**config.mk**
```make
export PLATFORM = sky130hd
export DESIGN_NAME = fixed_point_vec_mul
export DESIGN_NICKNAME = d
export VERILOG_FILES = /design/src/rtl/fixed_point_vec_mul.sv
export SDC_FILE = /design/constraint.sdc
export NUM_CORES = 1
export LEC_CHECK = 0
export ABC_AREA = 1
export ABC_CLOCK_PERIOD_IN_PS = 6450
export CAP_MARGIN = 15
export CORE_ASPECT_RATIO = 1.5
export CORE_MARGIN = 3
export CORE_UTILIZATION = 52
export CTS_BUF_LIST = sky130_fd_sc_hd__clkbuf_16
export DETAILED_ROUTE_END_ITERATION = 10
export GPL_TIMING_DRIVEN = 0
export PLACE_DENSITY = 0.87
export SKIP_LAST_GASP = 1
export SYNTH_ARGS = -nofsm -noshare
export SYNTH_HDL_FRONTEND = slang
export SYNTH_SLANG_ARGS = --single-unit
```
**constraint.sdc**
```tcl
create_clock -name CLK -period 6.45 [get_ports CLK]
set_input_delay 0.645 -clock CLK [delete_from_list [all_inputs] [get_ports CLK]]
set_output_delay 0.645 -clock CLK [all_outputs]
set_load 0.1 [all_outputs]
```
**src/rtl/fixed_point_vec_mul.sv**
```systemverilog
// Element-wise signed fixed-point vector multiplier: one shared multiplier walks the
// captured operand vectors one element per cycle, saturating each product to WIDTH bits.
module fixed_point_vec_mul #(
  parameter int unsigned WIDTH      = 8,
  parameter int unsigned FRAC_BITS  = 3,
  parameter int unsigned NUM_INPUTS = 16
) (
  input  logic                                CLK,
  input  logic                                RSTN,
  input  logic [NUM_INPUTS-1:0][WIDTH-1:0]    VALUES_A_IN,
  input  logic [NUM_INPUTS-1:0][WIDTH-1:0]    VALUES_B_IN,
  input  logic                                VALID_IN,
  output logic                                READY_OUT,
  output logic [NUM_INPUTS-1:0][WIDTH-1:0]    VALUES_OUT,
  output logic                                VALID_OUT,
  output logic                                OVERFLOW_OUT
);

  localparam int unsigned IdxW  = (NUM_INPUTS > 1) ? $clog2(NUM_INPUTS) : 1;
  localparam int unsigned ProdW = 2 * WIDTH;
  localparam logic [IdxW-1:0] LastIdx = IdxW'(NUM_INPUTS - 1);

  // Clamp limits sign-extended to the full product width for a signed compare.
  localparam logic signed [ProdW-1:0] MaxVal = {{(WIDTH + 1){1'b0}}, {(WIDTH - 1){1'b1}}};
  localparam logic signed [ProdW-1:0] MinVal = {{(WIDTH + 1){1'b1}}, {(WIDTH - 1){1'b0}}};

  typedef enum logic [1:0] {StIdle, StMultiply, StDone} state_e;

  state_e                            state_q, state_d;
  logic [IdxW-1:0]                   idx_q, idx_d;
  logic [NUM_INPUTS-1:0][WIDTH-1:0]  a_q, b_q;
  logic                              load, step;

  logic signed [WIDTH-1:0]           op_a, op_b;
  logic signed [ProdW-1:0]           prod, shifted;
  logic                              sat_hi, sat_lo;
  logic [WIDTH-1:0]                  sat_val;

  assign READY_OUT = (state_q == StIdle);

  always_comb begin
    state_d = state_q;
    idx_d   = idx_q;
    load    = 1'b0;
    step    = 1'b0;
    unique case (state_q)
      StIdle: begin
        if (VALID_IN) begin
          load    = 1'b1;
          idx_d   = '0;
          state_d = StMultiply;
        end
      end
      StMultiply: begin
        step = 1'b1;
        if (idx_q == LastIdx) begin
          state_d = StDone;
        end else begin
          idx_d = idx_q + 1'b1;
        end
      end
      StDone: begin
        state_d = StIdle;
      end
      default: begin
        state_d = StIdle;
      end
    endcase
  end

  always_comb begin
    op_a    = $signed(a_q[idx_q]);
    op_b    = $signed(b_q[idx_q]);
    prod    = op_a * op_b;
    // Arithmetic shift truncates toward -infinity; no rounding.
    shifted = prod >>> FRAC_BITS;
    sat_hi  = (shifted > MaxVal);
    sat_lo  = (shifted < MinVal);
    if (sat_hi) begin
      sat_val = MaxVal[WIDTH-1:0];
    end else if (sat_lo) begin
      sat_val = MinVal[WIDTH-1:0];
    end else begin
      sat_val = shifted[WIDTH-1:0];
    end
  end

  always_ff @(posedge CLK) begin
    if (!RSTN) begin
      state_q      <= StIdle;
      idx_q        <= '0;
      a_q          <= '0;
      b_q          <= '0;
      VALUES_OUT   <= '0;
      VALID_OUT    <= 1'b0;
      OVERFLOW_OUT <= 1'b0;
    end else begin
      state_q   <= state_d;
      idx_q     <= idx_d;
      VALID_OUT <= (state_q == StDone);
      if (load) begin
        a_q          <= VALUES_A_IN;
        b_q          <= VALUES_B_IN;
        OVERFLOW_OUT <= 1'b0;
      end
      if (step) begin
        VALUES_OUT[idx_q] <= sat_val;
        OVERFLOW_OUT      <= OVERFLOW_OUT | sat_hi | sat_lo;
      end
    end
  end

endmodule

```
* After elaboration in Yosys (flattened, before gate mapping) *
Index checks and enable logic that the tools add are counted.

operators by class
  add/sub/neg operators = 1
  eq/ne operators = 6
  bitwise logic cells = 2
  order comparisons = 4
  mux-type cells = 20
  reductions and logical operators = 6
  $mul = 1

operators with widths
  kind                                                               number
  bitwise mux 128 bit                                                1
  binary-select mux 8 bit (select 4 bit)                             2
  2-to-1 mux 8 bit                                                   5
  demux 8 bit (select 4 bit)                                         1
  multiplier 8 x 8 -> 16 bit                                         1
  greater-than comparator 13 x 8 -> 1 bit, second input constant     1
  < comparator 13 x 8 -> 1 bit, second input constant                1
  2-to-1 mux 4 bit                                                   2
  case mux 4 bit (2 select lines)                                    1
  inequality test 2 bit, second input constant                       3
  < comparator 4 x 5 -> 1 bit, second input constant                 1
  2-to-1 mux 1 bit                                                   5
  adder 4 x 1 -> 4 bit, second input constant                        1
  equality test 4 bit, second input constant                         1
  greater-or-equal comparator 4 x 1 -> 1 bit, second input constant  1
  2-to-1 mux 2 bit                                                   2
  case mux 2 bit (2 select lines)                                    1
  nonzero test 2 bit                                                 2
  AND reduction 3 bit                                                1
  equality test 2 x 1 -> 1 bit, second input constant                1
  equality test 2 bit, second input constant                         1
  zero test 2 bit                                                    1
  bitwise OR 1 bit                                                   2
  AND reduction 2 bit                                                1
  logical AND 1 bit                                                  1

storage, ports and cells
  flip-flop bits (word level) = 392
  word-level logic and storage cells = 92

* Depth between registers and ports, before layout *
Gate-level depths: netlist of the first run.

  depth in word-level cells = 7
  gate-level depth with buffers = 35
  depth with buffers taken out = 31

* Worst setup path after synthesis of the first run *
No wires, ideal clock.

  path type = register to register
  from = reg idx_q[1]
  to = reg VALUES_OUT[59] (netlist bit)
  cell stages (with the launch flop) = 31
  slack = 0.774 ns
  path buffers = 4
  arrival time = 5.567 ns
  setup time = 0.109 ns
  path through = dfxtp_1 > buf_2 > inv_1 > clkbuf_1 > o21ai_0 > o22ai_1 > a221oi_2 > nor2_1 > fa_1 > inv_2 > fa_1 > inv_1 > fa_1 > inv_1 > fa_1 > inv_1 > ha_1 > nand2_1 > inv_1 > a21oi_1 > nand3b_1 > nand2_1 > inv_1 > nor2_1 > nand2_1 > nand2_2 > buf_6 > buf_6 > nand3_1 > nand2_1 > inv_1

between the ends
  word-level cells in the longest chain between the ends = 7
  elaborated cells between the ends (all ways) = 15
  those cells by class = 1 x mul; 4 x order compare; 9 x mux; 1 x reduce/logical

ends and longest elaborated chain
  item                                                       RTL line  text
  start: declaration                                         30        logic [IdxW-1:0] idx_q, idx_d;
  start signal: assignment                                   99        idx_q <= idx_d;
  binary-select mux 8 bit (select 4 bit) (on tied branches)  72, 73
  2-to-1 mux 8 bit (on tied branches)                        72, 73
  multiplier 8 x 8 -> 16 bit                                 74        prod = op_a * op_b;
  < comparator 13 x 8 -> 1 bit                               78        sat_lo = (shifted < MinVal);
  2-to-1 mux 8 bit                                           81        end else if (sat_lo) begin
  2-to-1 mux 8 bit                                           79        if (sat_hi) begin
  bitwise mux 128 bit (*)                                    107       VALUES_OUT[idx_q] <= sat_val;
  end signal: indexed assignment                             107
  end: declaration                                           14        output logic [NUM_INPUTS-1:0][WIDTH-1:0] VALUES_OUT,

Mark *: on every way between the ends. The rest lies on a longest branch, timed or not. The select of a mux whose other input is x is not followed.
A chain may end at the register's enable or synchronous reset.

* Final worst setup path of the first run *
  from = reg idx_q[0]
  to = reg VALUES_OUT[30] (netlist bit)

The elaborated chain is that of the path after synthesis.

==> results of run 1 <==
cells by family (layout without fill, tap and decap cells):
logic type	count (synthesis)	after routing
other	0	4
buffers and inverters	381	861
AND/OR/NAND/NOR	1187	1187
flip-flops	392	392
XOR/XNOR	5	5
AO/OA/AOI/OAI	598	598
adder cells (fa/ha/maj)	86	86
state kept, by name, indices dropped and copies added, names as in the netlist:
name / flops
OVERFLOW_OUT: 1
VALID_OUT: 1
VALUES_OUT: 128
a_q: 128
b_q: 128
idx_q: 4
state_q: 2
layer usage:
| layer | part of all wire [%] | global-route usage [%] | vias up |
|---|---|---|---|
| li1 | - | - | 9404 |
| met2 | 50 | 64.1 | 1238 |
| met1 | 33 | 36.2 | 9474 |
| met3 | 8.4 | 5.99 | 335 |
| met4 | 8.5 | 26.1 | 0 |
| met5 | 0 | 0 | - |
final cells by class:
cell class | count | area (sq um)
Multi-Input combinational cell | 1876 | 9930
Timing Repair Buffer | 418 | 4110
Clock buffer | 37 | 926
Sequential cell | 392 | 7850
Antenna cell | 4 | 10.0
Tap cell | 478 | 598
Fill cell | 2845 | 10700
Inverter | 205 | 779
Buffer | 176 | 942
Clock inverter | 25 | 179
through the flow:
step | power, W | hold slack, ns | setup WS, ns
global route | 0.00967 | 0.484 | -0.0447
detailed placement | 0.00679 | 0.448 | -0.815
global placement | 0.00670 | 0.434 | -0.637
CTS | 0.00888 | 0.461 | 0.0122
floorplan | 0.00553 | 0.422 | 0.774
finish | 0.00928 | 0.464 | 0.145
synthesized netlist by cell type, drive strengths merged:
| cell | number |
|---|---|
| nand4 | 16 |
| nand3 | 81 |
| xor2 | 3 |
| a22o | 5 |
| nand3b | 4 |
| o22ai | 65 |
| a211oi | 1 |
| clkinv | 2 |
| fa | 55 |
| nor2 | 852 |
| dfxtp | 392 |
| xnor2 | 2 |
| a21oi | 74 |
| a221oi | 2 |
| buf | 41 |
| clkbuf | 135 |
| o21bai | 1 |
| inv | 203 |
| nor3 | 6 |
| o21ai | 450 |
| nand2 | 228 |
| ha | 31 |
timing repair:
item / CTS / global route
hold endpoints to repair: 0 / 0
gates resized for setup: 73 / 91
pin swaps: 7 / 12
buffers inserted: 13 / 17
endpoints found under the setup margin: 129 / 123
power by group:
| part | internal (W) | switching [W] |
|---|---|---|
| registers | 0.00257 | 0.000102 |
| clock network | 0.00113 | 0.000942 |
| logic | 0.00153 | 0.00300 |
| total | 0.00523 | 0.00405 |
worst min-delay path by stage:
stage,cells past startpoint,startpoint,end
4_1_cts,1,state_q[0]$_SDFFE_PN0P_,VALID_OUT$_SDFF_PN0_
5_1_grt,1,state_q[0]$_SDFFE_PN0P_,VALID_OUT$_SDFF_PN0_
3_3_place_gp,1,state_q[0]$_SDFFE_PN0P_,VALID_OUT$_SDFF_PN0_
6_report,1,state_q[0]$_SDFFE_PN0P_,VALID_OUT$_SDFF_PN0_
3_5_place_dp,1,state_q[0]$_SDFFE_PN0P_,VALID_OUT$_SDFF_PN0_
2_1_floorplan,1,state_q[0]$_SDFFE_PN0P_,VALID_OUT$_SDFF_PN0_
critical path: cells and delay by family (launching register included):
kind,cells,cell delay [ns]
compound gates,1,0.25
fa+ha+maj,5,2.42
buf+inv,12,1.50
flops,1,0.36
simple gates,14,1.65
==> summary.md, run 1 <==
| Metric | Value |
|---|---|
| Post-DP Area | 0.0236 sq mm |
| Post-DR vias/cell | roughly 5.7 |
| Final Cycle Share | 97.8% |
| H-tree levels | 2 |
| Sequential-to-total area share from yosys stat | just over 40% |
| RePlAce Congestion | 1.03 |
| Largest family of logic cells by synthesized area | simple AND/OR/NAND/NOR gates |
| Post-synthesis mux area share | 0% |
| CP startpoint kind | register |
| MaxCap Viol Count | 0 |
| Cells after synthesis | 2649 |
| Adder-cell share of the synthesized area | 7.79% |
| Xor/xnor share of the synthesized area | 0.229% |
| 1st-iter DRT viols | 1780 |
| Final core occ | a little over two thirds |
| Commonest non-fill, non-tap cells in the layout | nor2_1, o21ai_0, dfxtp_1 |
| WL/cell | around 20 microns |
| RSZ-0062 raised after global routing | true |
| Crit path capture | VALUES_OUT[30]$_SDFFE_PN0P_ |
| R2R Setup Slk | 0.14 ns |
| Reg2reg start | idx_q[0]$_SDFFE_PN0P_ |
| Clock root buffer | clkbuf_16 |
| Initial DRT Pass Iterations | 6 |
| Final Routed Wirelength | slightly above 70000 microns |
| DP Wirelength | approximately 55000 microns |
| Overall routing resource usage | approximately a third |
| Synth warn | 0 |
| Status | finished, final reports clean |
| Final hold violations | 0 |
| Compound-Gate Fraction of Synth Area | between 10% and 20% |
| Distinct cells, synth | 35 |
| Synth area leader | dfxtp_1 |
| Post-route setup TNS | 0 ns |
| Die width | 163 microns |
| Max VDD drop | about 0.36 mV |
| PD cells | 366 mW/mm^2 |
| Row cnt | 85 |
| Max clock buf depth | 3 |
| Worst path slowest cell | fa_1 |
| Commonest non-fill, non-tap cell in the layout | nor2_1 |
| CTS tree | yes |
| Placed cells | around 3.5k |
| Routed via count | 20.5k |
| IO Pins | 390 |
| Antenna violations before repair | 1 |
| Top cells by area, synth | dfxtp_1, nor2_1, o21ai_0 |
| Required @ worst endpoint | 6.90 ns |
| Setup-failing EPs final | 0 |
| Area grow syn2layout | 32.5% |
| # hold bufs at CTS | 0 |
| Pin count of the biggest net entering global routing | 16 |
| Core area | 0.0361 sq mm |
| Proportion of layout cells with a drive suffix above 1 | 9.49% |
| Mapped Nets | 2994 |
| CP dominant cell by count | inv_1 |
| Max incr delay on CP | ~0.54 ns |
| Flops & latches, synth | approximately 390 |
| Simple-gate share of the synthesized area | between 20% and 30% |
| Final Skew | 0.0261 ns |
| Clock slew at reported path FFs | 0.07 ns |
| R2R Path End | VALUES_OUT[30]$_SDFFE_PN0P_ |
| First-pass GRT wire length | 106000 microns |
| Critical path class | register to register |
| Clock latency on the worst-skew pair | 0.55 ns |
| Tmin final | 6.31 ns |
| R2r worst-path depth | 32 |
| DRC Markers | 0 |
| Worst hold path type | register to register |
| GRT Residual Overflow | 0 |
| Final Non-Filler Cells | 3611 |
| Nets | 3450 |
| Die height | 241 microns |
| Port bufs | 388 |
| Critical Path Sink Type | register |
| Count of antenna-violating nets left after detailed routing | 0 |
| Clock buffer count from CTS | 36 |
| Lkg Pwr | 10.8 nW |
| Post-Synthesis Cell Area | 0.0191 sq mm |
| Avg Synthesized Cell Area | 7.21 sq um |
| Die ar. | 0.0391 sq mm |
| Fin area | 0.0253 sq mm |
| Starting Density | 53.0% |
| Critical path arrival | 6.76 ns |
| Max FO, Critical Path | 10 |
| Fmax achieved | 159 MHz |
| Crit path from | idx_q[0]$_SDFFE_PN0P_ |
| Share of the synthesized area in the top cell type | 41.1% |
| Max_slew headroom | roughly 28% |
| # clock sinks | 392 |
| Worst-margin pin slew | 1.08 ns |
| Max Slew Vio Count | 0 |
| Number of global-route vias before repair | 19.9k |
(Power assumes the default switching activity.)
==> run 2: changes to the inputs <==
--- a/config.mk
+++ b/config.mk
@@ -10,11 +10,11 @@
 export CAP_MARGIN = 15
 export CORE_ASPECT_RATIO = 1.5
 export CORE_MARGIN = 3
-export CORE_UTILIZATION = 52
+export CORE_UTILIZATION = 45
 export CTS_BUF_LIST = sky130_fd_sc_hd__clkbuf_16
 export DETAILED_ROUTE_END_ITERATION = 10
 export GPL_TIMING_DRIVEN = 0
-export PLACE_DENSITY = 0.87
+export PLACE_DENSITY = 0.77
 export SKIP_LAST_GASP = 1
 export SYNTH_ARGS = -nofsm -noshare
 export SYNTH_HDL_FRONTEND = slang
==> run 2 against run 1 <==
  * Die area up 15%
  * Clock skew up 0.00092 ns
  * Cell count grew 2.1%
  * Global-route usage fell by 4.7 points
  * Sequential share of layout area is 0.18 points lower
  * Worst setup slack better by 0.086 ns
  * Count of clock-buffer cells in the layout fell by 1
  * Utilization is 9.0 points lower
  * Clock power rose by 3%
  * Power up 1.8%
  * Routed wire length is 0.45% higher
==> summary.md, run 2 (synthesis gave the netlist of run 1 again) <==
| Metric | Value |
|---|---|
| Combinational power share | 49.1% (+0.2 points) |
| 1st-iter DRT viols | 1556 (-13%) |
| Critical path class | register to register |
| Tot Pwr | 0.00945 W (+1.8%) |
| Row cnt | 91 (+7.1%) |
| Placed cells | 3595 (+2.3%) |
| Commonest non-fill, non-tap cell in the layout | nor2_1 |
| Tmin final | 6.22 ns (-0.0858 ns) |
| WL/cell | 19.5 microns (-1.6%) |
| Top delay family on crit path | adder cells |
| Clock latency on the worst-skew pair | 0.55 ns (about the same) |
| GRT Residual Overflow | 0 (unchanged) |
| Core area | 0.0416 sq mm (+15%) |
| Critical Path Sink Type | register |
| Clock root buffer | clkbuf_16 |
| Initial DRT Pass Iterations | 7 (+1) |
| PD cells | 371 mW/mm^2 (+1.3%) |
| Die width | 174 microns (+7.2%) |
| Area grow syn2layout | 33.3% |
| Flop pwr share | 28.3% (-0.5 points) |
| Sw Ratio | 42.9% (-0.73 points) |
| First-pass GRT wire length | 108000 microns (+1.2%) |
| R2R Setup Slk | 0.23 ns (+0.09 ns) |
| Fill count | 3745 (+32%) |
| Final Non-Filler Cells | 3687 (+2.1%) |
| Nets | 3446 (-0.12%) |
| Register Area | 0.00785 sq mm (unchanged) |
| Starting Density | 46.0% (-7.0 points) |
| Clock slew at reported path FFs | 0.07 ns (about the same) |
| Die height | 258 microns (+7.3%) |
| Routed via count | 20.0k (-2.2%) |
| Port bufs | 388 (unchanged) |
| IO Pins | 390 (unchanged) |
| Max clock buf depth | 3 (unchanged) |
| H-tree levels | 2 (unchanged) |
| Proportion of layout cells with a drive suffix above 1 | 9.30% (-0.19 points) |
| Post-DR vias/cell | 5.43 (-4.2%) |
| Die ar. | 0.0450 sq mm (+15%) |
| Cell count along the critical path | 30 (-6.3%) |
| Worst path bufs/invs | 10 (-2) |
| P_int | 0.00539 W (+3.1%) |
| Overall routing resource usage | 30.6% (-4.7 points) |
| Max_slew headroom | 26.5% (-1.3 points) |
| R2R Path End | VALUES_OUT[42]$_SDFFE_PN0P_ |
| Worst path slowest cell | fa_2 |
| Critical path arrival | 6.70 ns (-0.06 ns) |
| Max FO, Critical Path | 10 (unchanged) |
| CP dominant cell by count | nand2_1 |
| Worst hold path type | register to register |
| CP startpoint kind | register |
| Setup-failing EPs final | 0 (unchanged) |
| Count of antenna-violating nets left after detailed routing | 0 (unchanged) |
| Clk pwr share | 22.6% (+0.3 points) |
| MaxCap Viol Count | 0 (unchanged) |
| Crit path capture | VALUES_OUT[42]$_SDFFE_PN0P_ |
| R2r worst-path depth | 30 (-6.3%) |
| Antenna violations before repair | 3 (+2) |
| Max Slew Vio Count | 0 (unchanged) |
| Lkg Pwr | 10.8 nW (+0.17%) |
| Worst-margin pin slew | 1.10 ns (+0.0231 ns) |
| # hold bufs at CTS | 0 (unchanged) |
| DP Wirelength | 56300 microns (+1.9%) |
| RePlAce Congestion | 1.00 (-2.3%) |
| Final Routed Wirelength | 72000 microns (+0.45%) |
| Clock buffer count from CTS | 36 (unchanged) |
| Final Skew | 0.0270 ns (+0.000921 ns) |
| DRC Markers | 0 (unchanged) |
| Reg2reg start | idx_q[1]$_SDFFE_PN0P_ |
| CTS tree | yes |
| Pin count of the biggest net entering global routing | 16 (unchanged) |
| Crit path from | idx_q[1]$_SDFFE_PN0P_ |
| Max incr delay on CP | 0.58 ns (+0.04 ns) |
| Max VDD drop | 0.290 mV (-20%) |
| Top Registers | VALUES_OUT: 128 flops, a_q: 128 flops, b_q: 128 flops |
| Post-route setup TNS | 0 ns (unchanged) |
| Multi-input logic area | 0.00991 sq mm (-0.21%) |
| Psw | 0.00405 W (+0.13%) |
| Status | finished, final reports clean |
| Commonest non-fill, non-tap cells in the layout | nor2_1, o21ai_0, dfxtp_1 |
| Number of global-route vias before repair | 20.0k (+0.40%) |
| Final hold violations | 0 (unchanged) |
| Final Cycle Share | 96.4% (-1.3 points) |
| # clock sinks | 392 (unchanged) |
| Required @ worst endpoint | 6.93 ns (+0.03 ns) |
| Fmax achieved | 161 MHz (+1.4%) |
[run 2: worst min-delay path by stage]
| stage | from | to | slack, ns | depth (start not counted) |
|---|---|---|---|---|
| 2_1_floorplan | state_q[0]$_SDFFE_PN0P_ | VALID_OUT$_SDFF_PN0_ | 0.42 | 1 |
| 3_3_place_gp | state_q[0]$_SDFFE_PN0P_ | VALID_OUT$_SDFF_PN0_ | 0.44 | 1 |
| 3_5_place_dp | state_q[0]$_SDFFE_PN0P_ | VALID_OUT$_SDFF_PN0_ | 0.44 | 1 |
| 4_1_cts | state_q[0]$_SDFFE_PN0P_ | VALID_OUT$_SDFF_PN0_ | 0.45 | 1 |
| 5_1_grt | state_q[0]$_SDFFE_PN0P_ | VALID_OUT$_SDFF_PN0_ | 0.48 | 1 |
| 6_report | state_q[0]$_SDFFE_PN0P_ | VALID_OUT$_SDFF_PN0_ | 0.45 | 1 |
[run 2: routing by layer]
layer	GRT usage (%)	up-vias	share of wire (%)
met1	31.2	9209	34
met3	5.16	315	7.6
met2	55.8	1084	50
met4	22.1	4	8.3
met5	0	-	0.029
li1	-	9391	-
[run 2: final cells by class]
cell class	count	area share, %
flip-flops and latches	392	30.8
well taps	558	2.74
clock buffers	36	3.54
plain buffers	176	3.91
diodes	1	0.00983
multi-input cells	1876	38.9
inverters	205	3.05
repair buffers	414	16.1
clock inverters	29	0.958
[run 2: power by group through the flow]
stage | registers [W] | clock network (W) | logic (W)
floorplan | 0.00280 | 0 | 0.00273
finish | 0.00267 | 0.00213 | 0.00464
global placement | 0.00272 | 0 | 0.00394
CTS | 0.00267 | 0.00212 | 0.00406
detailed placement | 0.00272 | 0 | 0.00400
global route | 0.00269 | 0.00222 | 0.00496
[run 2: timing repair]
action,4_1_cts,5_1_grt
setup endpoints to repair,129,123
buffers inserted,9,17
gates resized for setup,70,92
pin swaps,3,12
[run 2: worst register-to-register path: cells and delay by family (launching register included)]
kind / cells / cell delay [ns]
buffers and inverters: 10 / 1.32
AND/OR/NAND/NOR: 12 / 1.62
adder cells (fa/ha/maj): 5 / 2.48
AO/OA/AOI/OAI: 3 / 0.35
flip-flops: 1 / 0.38
[run 2: stage by stage]
stage	area, sq um	util (%)	worst slack (ns)	hold WS [ns]
CTS	25100	60.3	0.0114	0.449
finish	25500	61.3	0.231	0.449
global route	25500	61.3	-0.0169	0.478
global placement	23700	57.0	-0.682	0.435
detailed placement	23700	57.0	-0.733	0.440
floorplan	19100	-	0.774	0.422
